<file path="src/rtl/spi_pkg.sv">
`default_nettype none
// ============================================================================
//  Module      : spi_pkg
//  Description : Shared definitions for the multimode SPI slave: FSM state
//                encoding and the default word shifted out on TX underrun.
//  Revision    : 1.0 - initial release
// ============================================================================
package spi_pkg;

    // Frame-level state of the slave.
    typedef enum logic [0:0] {
        ST_IDLE   = 1'b0,
        ST_ACTIVE = 1'b1
    } spi_state_t;

    // All-ones source for the IDLE_FILL default; sliced to DATA_W at use.
    localparam logic [31:0] c_IDLE_FILL_ALL = 32'hFFFF_FFFF;

endpackage : spi_pkg
`default_nettype wire

</file>
<file path="src/rtl/spi_sync.sv">
`default_nettype none
// ============================================================================
//  Module      : spi_sync
//  Description : Single-bit multi-flop synchronizer with configurable depth
//                and reset value.
//  Ports       : clk  - system clock
//                rst  - synchronous active-high reset (loads RST_VAL)
//                i_d  - asynchronous input bit
//                o_q  - synchronized output (last stage)
//  Revision    : 1.0 - initial release
// ============================================================================
module spi_sync #(
    parameter int   STAGES  = 3,
    parameter logic RST_VAL = 1'b0
) (
    input  logic clk,
    input  logic rst,
    input  logic i_d,
    output logic o_q
);

    logic [STAGES-1:0] r_sync;

    always_ff @(posedge clk) begin
        if (rst) begin
            r_sync <= {STAGES{RST_VAL}};
        end else begin
            r_sync <= {r_sync[STAGES-2:0], i_d};
        end
    end

    assign o_q = r_sync[STAGES-1];

endmodule : spi_sync
`default_nettype wire

</file>
<file path="src/rtl/spi_slave_multimode.sv">
`default_nettype none
// ============================================================================
//  Module      : spi_slave_multimode
//  Description : SPI slave supporting all four CPOL/CPHA modes and MSB/LSB
//                first ordering, oversampled by the system clock. Continuous
//                back-to-back words within one CS frame, TX holding register
//                with underrun fill, RX output register with overrun drop.
//  Ports       : clk, rst                 - system clock / sync reset
//                i_cfg_cpol/cpha/lsb_first - mode, latched at CS fall
//                i_tx_data/valid, o_tx_ready - TX holding-register handshake
//                o_rx_data/valid, i_rx_ready - RX output handshake
//                o_tx_underrun/o_rx_overrun/o_frame_abort - event pulses
//                o_busy                    - frame active
//                i_spi_clk/cs_n/mosi, o_spi_miso/miso_oe - SPI pins
//  Revision    : 1.0 - initial release
// ============================================================================
module spi_slave_multimode
    import spi_pkg::*;
#(
    parameter int                DATA_W      = 8,
    parameter int                SYNC_STAGES = 3,
    parameter logic [DATA_W-1:0] IDLE_FILL   = c_IDLE_FILL_ALL[DATA_W-1:0]
) (
    input  logic              clk,
    input  logic              rst,
    input  logic              i_cfg_cpol,
    input  logic              i_cfg_cpha,
    input  logic              i_cfg_lsb_first,
    input  logic [DATA_W-1:0] i_tx_data,
    input  logic              i_tx_valid,
    output logic              o_tx_ready,
    output logic [DATA_W-1:0] o_rx_data,
    output logic              o_rx_valid,
    input  logic              i_rx_ready,
    output logic              o_tx_underrun,
    output logic              o_rx_overrun,
    output logic              o_frame_abort,
    output logic              o_busy,
    input  logic              i_spi_clk,
    input  logic              i_spi_cs_n,
    input  logic              i_spi_mosi,
    output logic              o_spi_miso,
    output logic              o_spi_miso_oe
);

    localparam int               c_CNT_W = $clog2(DATA_W);
    localparam logic [c_CNT_W-1:0] c_LAST = c_CNT_W'(DATA_W - 1);
    localparam logic [2:0]       c_FLUSH = 3'(SYNC_STAGES);

    // ------------------------------------------------------------------
    // Synchronizers
    // ------------------------------------------------------------------
    logic w_sclk;
    logic w_cs_n;
    logic w_mosi;

    spi_sync #(.STAGES(SYNC_STAGES), .RST_VAL(1'b0)) u_sync_sclk (
        .clk (clk), .rst (rst), .i_d (i_spi_clk),  .o_q (w_sclk)
    );
    spi_sync #(.STAGES(SYNC_STAGES), .RST_VAL(1'b1)) u_sync_cs_n (
        .clk (clk), .rst (rst), .i_d (i_spi_cs_n), .o_q (w_cs_n)
    );
    spi_sync #(.STAGES(SYNC_STAGES), .RST_VAL(1'b0)) u_sync_mosi (
        .clk (clk), .rst (rst), .i_d (i_spi_mosi), .o_q (w_mosi)
    );

    // ------------------------------------------------------------------
    // Registers
    // ------------------------------------------------------------------
    logic               r_sclk_d;
    logic               r_cs_n_d;
    logic [2:0]         r_flush;
    logic               r_armed;
    spi_state_t         r_state;
    logic               r_cpol;
    logic               r_cpha;
    logic               r_lsb;
    logic [c_CNT_W-1:0] r_cnt;
    logic [DATA_W-1:0]  r_rx_shift;
    logic [DATA_W-1:0]  r_tx_shift;
    logic               r_miso;
    logic [DATA_W-1:0]  r_hold;
    logic               r_hold_full;
    logic [DATA_W-1:0]  r_rx_data;
    logic               r_rx_valid;
    logic               r_underrun;
    logic               r_overrun;
    logic               r_abort;

    // ------------------------------------------------------------------
    // Edge detection and datapath helpers
    // ------------------------------------------------------------------
    logic              w_rise;
    logic              w_fall;
    logic              w_cs_fall;
    logic              w_cs_rise;
    logic              w_sample;
    logic              w_shift;
    logic              w_last;
    logic              w_tx_write;
    logic              w_load_lsb;
    logic [DATA_W-1:0] w_rx_next;
    logic [DATA_W-1:0] w_load_word;
    logic [DATA_W-1:0] w_load_rev;
    logic [DATA_W-1:0] w_tx_ordered;

    assign w_rise    = w_sclk & ~r_sclk_d;
    assign w_fall    = ~w_sclk & r_sclk_d;
    // A CS fall is honoured only once CS has been genuinely seen high after
    // reset, so a reset in the middle of a frame cannot start a partial one.
    assign w_cs_fall = r_armed & ~w_cs_n & r_cs_n_d;
    assign w_cs_rise = w_cs_n & ~r_cs_n_d;

    // CS rise takes priority over any coincident clock edge.
    assign w_sample = (r_state == ST_ACTIVE) && !w_cs_rise &&
                      ((r_cpol == r_cpha) ? w_rise : w_fall);
    assign w_shift  = (r_state == ST_ACTIVE) && !w_cs_rise &&
                      ((r_cpol == r_cpha) ? w_fall : w_rise);
    assign w_last   = (r_cnt == c_LAST);

    assign w_rx_next = r_lsb ? {w_mosi, r_rx_shift[DATA_W-1:1]}
                             : {r_rx_shift[DATA_W-2:0], w_mosi};

    assign w_tx_write  = i_tx_valid && !r_hold_full;
    assign w_load_word = r_hold_full ? r_hold : IDLE_FILL;
    // At CS fall the config is being latched this very cycle, so use the
    // live input for the first load of the frame.
    assign w_load_lsb  = (r_state == ST_IDLE) ? i_cfg_lsb_first : r_lsb;

    always_comb begin
        w_load_rev = '0;
        for (int i = 0; i < DATA_W; i++) begin
            w_load_rev[i] = w_load_word[DATA_W-1-i];
        end
    end

    // The TX shifter always emits from its MSB; LSB-first words are
    // bit-reversed on load.
    assign w_tx_ordered = w_load_lsb ? w_load_rev : w_load_word;

    // ------------------------------------------------------------------
    // Control FSM and datapath
    // ------------------------------------------------------------------
    always_ff @(posedge clk) begin
        if (rst) begin
            r_sclk_d    <= 1'b0;
            r_cs_n_d    <= 1'b1;
            r_flush     <= 3'd0;
            r_armed     <= 1'b0;
            r_state     <= ST_IDLE;
            r_cpol      <= 1'b0;
            r_cpha      <= 1'b0;
            r_lsb       <= 1'b0;
            r_cnt       <= '0;
            r_rx_shift  <= '0;
            r_tx_shift  <= '0;
            r_miso      <= 1'b0;
            r_hold      <= '0;
            r_hold_full <= 1'b0;
            r_rx_data   <= '0;
            r_rx_valid  <= 1'b0;
            r_underrun  <= 1'b0;
            r_overrun   <= 1'b0;
            r_abort     <= 1'b0;
        end else begin
            r_sclk_d   <= w_sclk;
            r_cs_n_d   <= w_cs_n;
            r_underrun <= 1'b0;
            r_overrun  <= 1'b0;
            r_abort    <= 1'b0;

            // Wait until the cs_n chain holds real samples before arming.
            if (r_flush != c_FLUSH) begin
                r_flush <= r_flush + 3'd1;
            end else if (w_cs_n) begin
                r_armed <= 1'b1;
            end

            if (r_rx_valid && i_rx_ready) begin
                r_rx_valid <= 1'b0;
            end

            case (r_state)
                ST_IDLE: begin
                    r_miso <= 1'b0;
                    if (w_cs_fall) begin
                        r_state    <= ST_ACTIVE;
                        r_cpol     <= i_cfg_cpol;
                        r_cpha     <= i_cfg_cpha;
                        r_lsb      <= i_cfg_lsb_first;
                        r_cnt      <= '0;
                        r_rx_shift <= '0;
                        r_underrun <= !r_hold_full;
                        r_hold_full <= 1'b0;
                        if (i_cfg_cpha) begin
                            // First bit goes out on the first shift edge.
                            r_tx_shift <= w_tx_ordered;
                        end else begin
                            r_miso     <= w_tx_ordered[DATA_W-1];
                            r_tx_shift <= {w_tx_ordered[DATA_W-2:0], 1'b0};
                        end
                    end
                end

                ST_ACTIVE: begin
                    if (w_cs_rise) begin
                        r_state    <= ST_IDLE;
                        r_abort    <= (r_cnt != '0);
                        r_cnt      <= '0;
                        r_rx_shift <= '0;
                        r_tx_shift <= '0;
                        r_miso     <= 1'b0;
                    end else begin
                        if (w_sample) begin
                            r_rx_shift <= w_rx_next;
                            if (w_last) begin
                                r_cnt       <= '0;
                                // Next word is queued whole; the following
                                // shift edge emits its first bit, so there
                                // is no dead bit between words.
                                r_tx_shift  <= w_tx_ordered;
                                r_underrun  <= !r_hold_full;
                                r_hold_full <= 1'b0;
                                if (r_rx_valid && !i_rx_ready) begin
                                    r_overrun <= 1'b1;
                                end else begin
                                    r_rx_data  <= w_rx_next;
                                    r_rx_valid <= 1'b1;
                                end
                            end else begin
                                r_cnt <= r_cnt + 1'b1;
                            end
                        end
                        if (w_shift) begin
                            r_miso     <= r_tx_shift[DATA_W-1];
                            r_tx_shift <= {r_tx_shift[DATA_W-2:0], 1'b0};
                        end
                    end
                end

                default: r_state <= ST_IDLE;
            endcase

            // Placed last so a write in the same cycle as a load survives.
            if (w_tx_write) begin
                r_hold      <= i_tx_data;
                r_hold_full <= 1'b1;
            end
        end
    end

    // ------------------------------------------------------------------
    // Outputs
    // ------------------------------------------------------------------
    assign o_tx_ready    = !r_hold_full;
    assign o_rx_data     = r_rx_data;
    assign o_rx_valid    = r_rx_valid;
    assign o_tx_underrun = r_underrun;
    assign o_rx_overrun  = r_overrun;
    assign o_frame_abort = r_abort;
    assign o_busy        = (r_state == ST_ACTIVE);
    assign o_spi_miso    = r_miso;
    assign o_spi_miso_oe = !w_cs_n;

endmodule : spi_slave_multimode
`default_nettype wire

</file>
<file path="config.mk">
export PLATFORM = sky130hd
export DESIGN_NAME = spi_slave_multimode
export DESIGN_NICKNAME = d
export VERILOG_FILES = /design/src/rtl/spi_pkg.sv /design/src/rtl/spi_sync.sv /design/src/rtl/spi_slave_multimode.sv
export SDC_FILE = /design/constraint.sdc
export NUM_CORES = 1
export LEC_CHECK = 0
export BUFFER_PORTS_ARGS = -buffer_cell sky130_fd_sc_hd__buf_2
export CAP_MARGIN = 30
export CORE_AREA = 4 4 103 81
export CTS_CLUSTER_DIAMETER = 30
export DETAILED_ROUTE_END_ITERATION = 8
export DIE_AREA = 0 0 107 85
export PLACE_DENSITY_LB_ADDON = 0.15
export SKIP_LAST_GASP = 1
export SLEW_MARGIN = 10
export SYNTH_ARGS = -nofsm -noshare
export SYNTH_HDL_FRONTEND = slang
export SYNTH_HIERARCHICAL = 1
export SYNTH_SLANG_ARGS = --single-unit
</file>
<file path="constraint.sdc">
create_clock -name clk -period 5.5 [get_ports clk]
set_clock_uncertainty 0.05 [all_clocks]
set_input_delay 0.825 -clock clk [delete_from_list [all_inputs] [get_ports clk]]
set_output_delay 0.825 -clock clk [all_outputs]
set_load 0.05 [all_outputs]
</file>
==> summary.txt <==
Floorplan
  – Core ar.: 0.00723 mm²
  – I/O pin cnt: 34
  – # rows: 27
  – Die Ht: 85 µm
  – Starting Density: 0.348
  – Die area: 0.00910 mm²
  – Overall die width: 107 µm

Yosys
  – Xor and xnor fraction of the mapped netlist area: 0.00697
  – Post-Synthesis Cells: 277
  – Simple-gate share of the synthesized area: 0.176
  – Post-synthesis mux area share: 0.0931
  – Seq/Total Area, Yosys: 0.478
  – Main combinational cell family by area after synthesis: simple AND/OR/NAND/NOR gates
  – Adder-Cell Fraction of Synth Area: 0.0299
  – Compound-Gate Fraction of Synth Area: 0.174
  – Syn nets: 301
  – Synth top area cells: dfxtp_1 48%, mux2i_1 8.0%, a21oi_1 6.4%
  – Register bit total from synthesis: 60
  – Synth area leader: dfxtp_1
  – Post-synth top area share: 0.478
  – Syn avg cell area: 9.07 µm²
  – Synth Cell Area: 0.00251 mm²
  – Yosys warns: 6
  – Yosys cell types: 35

Clock network
  – # Post-CTS Setup Buffers: 0
  – Skew-Pair Late Insertion Delay: 0.33 ns
  – Root Buffer: clkbuf_8
  – CTS tree: yes
  – # resized after CTS: 0
  – H-tree depth: 3
  – Clk pin slew, worst setup/hold paths: 0.07 ns
  – Bufs on Longest Clock Path: 2
  – TritonCTS Buffers: 9
  – Post-CTS Hold Fix Bufs: 0
  – Clock Sinks: 60

Route
  – DR WL/cell: 13.6 µm
  – Initial DRT Pass Iterations: 7
  – DRT iter0 DRCs: 108
  – ANT nets after route: 0
  – Detailed Route WL: 5610 µm
  – Via count: 2,044
  – Vias per inst: 4.96
  – DRC viols: 0

Worst hold path
  – Worst hold-check path type: flip-flop to flip-flop

Worst setup path
  – CP endpoint kind: flip-flop
  – Crit path required time: 5.65 ns
  – Crit start category: flip-flop
  – Kind of critical path: flip-flop to flip-flop
  – Critical path peak fanout: 11
  – CP arrival: 2.33 ns

Layout
  – Non-Filler Instances: 412
  – Layout net count: 330
  – Most common cell after layout, fill and taps aside: dfxtp_1
  – Layout cell share with drive strength beyond 1: 0.167
  – Area growth, synth to finish: 18.1%
  – Most frequent cells in the layout: 60 x dfxtp_1, 34 x nand2_1, 33 x buf_2, 32 x a21oi_1, 29 x nor2_1
  – Antenna cells: 0

STA
  – Worst-Margin Slew: 0.906 ns
  – Tcrit/Tclk final: 0.396
  – Total negative setup slack: 0 ns
  – Final setup viols: 0
  – Final max-slew violation count: 0
  – Unrepaired setup endpoints after global routing: false
  – Hold_ws: 0.357 ns
  – Min cycle time layout: 2.18 ns
  – Slew headroom: 0.396
  – Fmax: 459 MHz
  – Hold Fails Final Rpt: 0

Placement
  – Detail Placement HPWL: 3900 µm
  – Dpl cells: 395
  – Port Buffers: 33
  – Gpl congestion: 0.813

Global routing
  – Total global routing overflow: 0
  – Largest net degree at the start of global routing: 52
  – Wire length of the first global-routing pass: 9340 µm
  – Initial antenna violation count: 0
  – GRT Total Usage: 0.130
  – Vias in the first global route: 1,843

Flow run
  – Max cap viols: 0

Power
  – VDD IR max: 0.000149 V
  – Power, Total: 0.992 mW
  – LEAKAGE: 1.18 nW
  – Pwr/cell area: 334 mW/mm²

Status
  – Outcome: finished, final reports clean
==> through the flow <==
stage                     utilization  cell area [µm²]  worst slack (ns)
after floorplan                     -             2510              3.32
after global placement          0.377             2730              3.10
after detailed placement        0.377             2730              3.12
after CTS                       0.409             2960              3.12
after global routing            0.411             2970              3.20
final                           0.411             2970              3.32
==> synth_stat cells, drive strengths merged <==
cell / n
mux2i: 21
nand2: 34
and3b: 1
a211oi: 9
a222oi: 7
a2111oi: 1
inv: 8
nor3: 9
and4b: 1
o21a: 1
o31ai: 7
nand2b: 3
xor2: 2
and2: 1
or4: 1
or2: 3
nor2b: 10
a22o: 1
nor3b: 1
dfxtp: 60
a21oi: 32
a22oi: 3
nor2: 29
buf: 6
a31oi: 1
ha: 6
o21ai: 4
a21o: 1
mux2: 1
nand3: 3
clkbuf: 10
==> critical path, cell delays in order (launching register included) <==
cell and delay [ns]:
dfxtp_1 0.61, mux2i_4 0.51, mux2i_1 0.31, nand2_1 0.11, a222oi_1 0.35, a21oi_1 0.11
==> power by group <==
group          total, mW  internal (mW)  switching [mW]
combinational     0.0665         0.0269          0.0396
sequential         0.458          0.448         0.00957
clock              0.467          0.300           0.167
==> sequential cells by signal, indices dropped and copies added, names as in the netlist, 3 cells and up <==
| signal | cells |
|---|---|
| r_rx_shift | 8 |
| r_hold | 8 |
| u_sync_cs_n/r_sync | 3 |
| o_rx_data | 8 |
| u_sync_mosi/r_sync | 3 |
| u_sync_sclk/r_sync | 3 |
| r_tx_shift | 8 |
| r_cnt | 3 |
| r_flush | 3 |
==> path summary, 6_finish.rpt <==
check                              from                    end  slack [ns]  cells past startpoint
hold reg to reg   u_sync_cs_n/r_sync[1]  u_sync_cs_n/r_sync[2]        0.36                      1
setup / recovery                 o_busy          r_tx_shift[7]        3.32                      5
hold / removal    u_sync_cs_n/r_sync[1]  u_sync_cs_n/r_sync[2]        0.36                      1
setup reg to reg                 o_busy          r_tx_shift[7]        3.32                      5
==> routing by layer <==
layer  share of wire  track usage  up-vias
li1                -            -     1041
met1            0.52        0.189      933
met2            0.41        0.177       61
met3           0.061       0.0464        9
met4          0.0098       0.0453        0
met5               0            0        -
==> cell type report <==
cell class | instances | area (µm²)
well taps | 101 | 126
repair buffers | 34 | 173
clock buffers | 11 | 131
inverters | 8 | 30.0
fillers | 765 | 4260
flip-flops and latches | 60 | 1200
multi-input cells | 193 | 1210
clock inverters | 5 | 100
==> cells by family after synthesis <==
logic type | after synthesis
mux | 22
flops | 60
fa+ha+maj | 6
simple gates | 96
xor+xnor | 2
compound gates | 67
buf+inv | 24
Note: power is estimated with default switching activity, not from simulation.
